## config.mk

```make
export PLATFORM = sky130hd
export DESIGN_NAME = if_fetch_ctrl
export DESIGN_NICKNAME = d
export VERILOG_FILES = /design/src/rtl/if_fetch_ctrl.sv
export SDC_FILE = /design/constraint.sdc
export NUM_CORES = 1
export LEC_CHECK = 0
export CAP_MARGIN = 20
export CORE_ASPECT_RATIO = 1.1
export CORE_UTILIZATION = 43
export CTS_BUF_LIST = sky130_fd_sc_hd__clkbuf_16
export DETAILED_ROUTE_END_ITERATION = 8
export PLACE_DENSITY = 0.87
export SYNTH_ARGS = -nofsm -noshare
export SYNTH_HDL_FRONTEND = slang
export SYNTH_SLANG_ARGS = --single-unit
```

## constraint.sdc

```tcl
create_clock -name clk -period 2.05 [get_ports clk]
set_input_delay 0.41 -clock clk [delete_from_list [all_inputs] [get_ports clk]]
set_output_delay 0.41 -clock clk [all_outputs]
set_load 0.05 [all_outputs]
```

## src/rtl/if_fetch_ctrl.sv

```systemverilog
// IF-stage fetch controller: drives the PC register, issues imem reads and hands instructions to IF/ID.
// Define IF_FETCH_MISALIGN_TRAP_EN to add the fetch_fault output and trap on misaligned PCs.
module if_fetch_ctrl #(
    parameter logic [31:0] RESET_PC = 32'h0000_0000
) (
    input  logic        clk,
    input  logic        reset_n,
    input  logic        fetch_en,
    input  logic [31:0] pc,
    output logic        pc_inc,
    output logic        pc_write,
    output logic [31:0] pc_next,
    input  logic        redirect_valid,
    input  logic [31:0] redirect_pc,
    output logic        imem_req_valid,
    input  logic        imem_req_ready,
    output logic [31:0] imem_req_addr,
    input  logic        imem_resp_valid,
    input  logic [31:0] imem_resp_data,
    output logic        ifid_valid,
    input  logic        ifid_ready,
    output logic [31:0] ifid_pc,
    output logic [31:0] ifid_instr
`ifdef IF_FETCH_MISALIGN_TRAP_EN
    ,
    output logic        fetch_fault
`endif
);

    localparam logic [1:0] S_IDLE = 2'd0;
    localparam logic [1:0] S_REQ  = 2'd1;
    localparam logic [1:0] S_WAIT = 2'd2;
    localparam logic [1:0] S_FULL = 2'd3;

    logic [1:0]  r_state;
    logic [1:0]  w_state_nxt;
    logic [31:0] r_req_pc;
    logic        r_squash;
    logic        r_ifid_valid;
    logic [31:0] r_ifid_pc;
    logic [31:0] r_ifid_instr;
    logic        w_misaligned;
    logic        w_req_fire;
    logic        w_resp_take;

`ifdef IF_FETCH_MISALIGN_TRAP_EN
    logic r_fetch_fault;

    assign w_misaligned = (pc[1:0] != 2'b00);
    assign fetch_fault  = r_fetch_fault;

    // A misaligned PC parks the FSM in REQ; only a redirect can clear the fault.
    always_ff @(posedge clk or negedge reset_n) begin
        if (!reset_n) begin
            r_fetch_fault <= 1'b0;
        end else if (redirect_valid) begin
            r_fetch_fault <= 1'b0;
        end else if (r_state == S_REQ && w_misaligned) begin
            r_fetch_fault <= 1'b1;
        end
    end
`else
    assign w_misaligned = 1'b0;
`endif

    assign imem_req_addr  = pc & 32'hFFFF_FFFC;
    assign imem_req_valid = (r_state == S_REQ) && !w_misaligned;
    assign w_req_fire     = imem_req_valid && imem_req_ready;
    assign pc_inc         = w_req_fire && !redirect_valid;
    assign pc_write       = reset_n && redirect_valid;
    assign pc_next        = pc_write ? redirect_pc : 32'h0000_0000;
    assign w_resp_take    = (r_state == S_WAIT) && imem_resp_valid && !r_squash && !redirect_valid;

    assign ifid_valid = r_ifid_valid;
    assign ifid_pc    = r_ifid_pc;
    assign ifid_instr = r_ifid_instr;

    // A redirect in WAIT without a response keeps waiting so the stale reply can be dropped.
    always_comb begin
        w_state_nxt = r_state;
        case (r_state)
            S_IDLE: if (fetch_en) w_state_nxt = S_REQ;
            S_REQ:  if (w_req_fire) w_state_nxt = S_WAIT;
            S_WAIT: begin
                if (imem_resp_valid) begin
                    if (redirect_valid)  w_state_nxt = S_REQ;
                    else if (r_squash)   w_state_nxt = fetch_en ? S_REQ : S_IDLE;
                    else                 w_state_nxt = S_FULL;
                end
            end
            S_FULL: begin
                if (redirect_valid)      w_state_nxt = S_REQ;
                else if (ifid_ready)     w_state_nxt = fetch_en ? S_REQ : S_IDLE;
            end
            default: w_state_nxt = S_IDLE;
        endcase
    end

    always_ff @(posedge clk or negedge reset_n) begin
        if (!reset_n) begin
            r_state      <= S_IDLE;
            r_req_pc     <= RESET_PC;
            r_squash     <= 1'b0;
            r_ifid_valid <= 1'b0;
            r_ifid_pc    <= RESET_PC;
            r_ifid_instr <= 32'h0000_0000;
        end else begin
            r_state <= w_state_nxt;
            if (w_req_fire) begin
                r_req_pc <= imem_req_addr;
            end
            // Squash marks an accepted request whose reply must never reach IF/ID.
            if (r_state == S_REQ && w_req_fire && redirect_valid) begin
                r_squash <= 1'b1;
            end else if (r_state == S_WAIT) begin
                if (imem_resp_valid)     r_squash <= 1'b0;
                else if (redirect_valid) r_squash <= 1'b1;
            end
            if (w_resp_take) begin
                r_ifid_valid <= 1'b1;
                r_ifid_pc    <= r_req_pc;
                r_ifid_instr <= imem_resp_data;
            end else if (r_state == S_FULL && (redirect_valid || ifid_ready)) begin
                r_ifid_valid <= 1'b0;
            end
        end
    end

endmodule

```

==> impl_metrics.yaml <==
status:
  outcome: "finished, violations left"
  failed_checks: "design-rule violations"
setup_path:
  timing.rr.start: "r_state[0]$_DFFE_PN0P_"
  cp-start-kind: "flip-flop"
  critPathKind: "flip-flop to output pin"
  r2r_slack_ps: 520
  cp_data_required_time_ps: 1640
  end_kind: "output pin"
  reg2reg_depth: 4
  max_stage_delay_ps: 850
  cp.arrival_ps: 1570
  crit_chain: "clkdlybuf4s50_1"
  rr_endpoint: "r_req_pc[11]$_DFFE_PN0P_"
  cp_top_family: "buffers and inverters"
  critPathSlowestCell: "clkdlybuf4s50_1"
  crit_fanout: 2
  crit_buf_inv: 1
floorplan:
  dieArea_mm2: 0.0107
  fp.dieH_um: 108
  die_w_um: 98.5
  fp-row-count: 38
  io_pins: 235
  initial_utilization_pct: 44.3
  core_area_mm2: 0.00994
global_routing:
  antenna_found_initial: 0
  grt_use_total_pct: 22.0
  grt_pass1_vias: 3431
  grt_max_degree: 54
  grt_overflow_total: 0
  grt_pass1_wl_mm: 17.7
pwr:
  p_leak_nw: 3.60
  powerDensity_mw_per_mm2: 1400
  vdd_drop_max_mv: 0.629
clocking:
  cts_sinks: 96
  path_clk_slew_ps: 60
  clockBufferDepth: 2
  cts_tree: "yes"
  clkLatencyLatePin_ps: 330
  cts_buffers: 9
  cts_root_buf: "clkbuf_16"
  htreeDepth: 3
  cts_setup_buffers: 0
synthesis:
  synth-seq-cells: 96
  yosysSeqAreaShare_pct: 54.5
  synth.most_common_cell: "dfrtp_1"
  synth_area_mm2: 0.00441
  synth_top_area_share_pct: 54.5
  syn_inst: 297
  synth_ff_type: "dfrtp_1"
  avgSynthCellArea_um2: 14.8
  synth_cell_types: 22
  yosysWarnings: 0
  synthTopCellsByCount: "96 x dfrtp_1, 59 x mux2_4, 34 x buf_4, 33 x mux2_2, 32 x and3_1"
  yosysTopAreaCell: "dfrtp_1"
  yosys-top-cells-area: "dfrtp_1 55%, mux2_4 20%, mux2_2 8.4%, buf_4 5.8%, and3_1 4.5%"
  synth_edf_count: 0
  async_reset_ff_share_pct: 100
sta:
  tns_ps: 0
  fmax_mhz: 505
  slew_headroom_pct: 56.7
  rsz0062_at_grt: "false"
  period_share_pct: 96.5
  tightest_slew_ps: 650
  slew_violations: 0
  setup_violations: 0
  setup_slack_ps: 71.0
  hold_violations: 0
  skew_ps: 6.35
  period_minus_slack_ps: 1980
final_layout:
  fillers: 593
  fin_cells: 624
  antenna-diode-count: 0
  drive_gt1_share_pct: 36.9
  area_growth_pct: 71.9
  final_nets: 602
  fin_area_mm2: 0.00757
route:
  drc_errors: 12
  drt_wl_total_mm: 11.4
  drtAntennaViolNets: 0
  firstDrtPassIters: 8
  via_count: 3083
  drt_iter0_markers: 88
  wire_per_inst_um: 18.3
  vias_per_cell: 4.94
placed_design:
  place_area_mm2: 0.00722
  place_ws_ps: 35.8
  hpwl_mm: 8.79
  io_buffers: 228
  routabilityCongestion: 0.761
  dp.cells: 607
flow_run:
  cap_violations: 0
hold_path:
  hold_class: "input port to asynchronous set/reset pin"
## how the worst max path moves through the flow
| stage | slack [ps] | startpoint | end | cells past startpoint |
|---|---|---|---|---|
| after global routing | 20 | redirect_valid | pc_next[25] | 4 |
| after CTS | 60 | ifid_pc[27]$_DFFE_PN0P_ | ifid_pc[27] | 1 |
| final | 70 | ifid_pc[27]$_DFFE_PN0P_ | ifid_pc[27] | 1 |
| after detailed placement | 40 | redirect_valid | ifid_instr[21]$_DFFE_PN0P_ | 5 |
| after global placement | 80 | redirect_valid | ifid_instr[9]$_DFFE_PN0P_ | 5 |
| after floorplan | 40 | r_state[1]$_DFFE_PN0P_ | pc_inc | 5 |
## sequential cells by signal, summed over array words and instances (netlist names)
register,count
r_squash,1
ifid_instr,32
r_req_pc,30
ifid_valid,1
ifid_pc,30
r_state,2
## report_power, final
group / leakage [nW] / internal, mW / total (mW) / switching (mW)
Clock: 0.164 / 1.18 / 1.87 / 0.689
Combinational: 2.24 / 2.41 / 5.45 / 3.04
Sequential: 1.20 / 2.76 / 3.27 / 0.510
## worst reg2reg max path, cell delays in order (launching register included)
cell and delay [ps]:
dfrtp_1 440, and2b_1 250, nand2_2 150, buf_4 210, mux2_2 360
## cells by family (layout without fill, tap and decap cells)
family,count (synthesis),count (layout),synth area share (%)
DFF,96,96,54.5
muxes,92,92,28.5
AOI/OAI and AO/OA,10,10,1.39
and+or+nand+nor,46,46,6.45
other,1,4,0.0851
buffers and inverters,52,256,9.03
## through the flow
stage          util, %  power (mW)  hold slack (ps)
5_1_grt           76.2        11.0              421
6_report          76.2        10.6              371
3_5_place_dp      72.7        8.76              342
3_3_place_gp      72.7        8.57              334
2_1_floorplan        -        6.81              114
4_1_cts           76.2        10.7              365
## repair_timing
item	4_1_cts	5_1_grt
hold buffers	1	0
resized for setup	0	1
setup endpoints to repair	0	2
endpoints found under the hold margin	9	0
## layout by cell type (no fill, tap or decap), types with 2 or more instances in the layout
cell type,n
a21oi_1,4
mux2_4,59
nand2b_1,2
buf_12,68
dfrtp_1,96
conb_1,4
nor2_1,4
nand2_1,3
mux2_2,33
and3_1,32
buf_4,8
o21ai_0,2
clkinvlp_4,2
bufinv_16,3
inv_1,3
clkbuf_16,9
clkdlybuf4s50_1,161
## layout make-up
| cell class | instances | area, um2 | share of cell area [%] |
|---|---|---|---|
| Clock inverter | 7 | 113 | 1.49 |
| Timing Repair Buffer | 239 | 3050 | 40.3 |
| Clock buffer | 9 | 225 | 2.97 |
| Inverter | 1 | 3.75 | 0.0496 |
| Multi-Input combinational cell | 152 | 1630 | 21.5 |
| Sequential cell | 96 | 2400 | 31.7 |
| Tap cell | 120 | 150 | 1.98 |
## per-layer routing
metal,global-route usage (%),vias to the layer above,part of all wire [%]
met4,7.68,0,2.1
li1,-,1393,-
met3,7.82,16,8.0
met1,22.4,1520,35
met2,41.5,154,55
met5,0,-,0
Power figures use the tool's default switching activity.
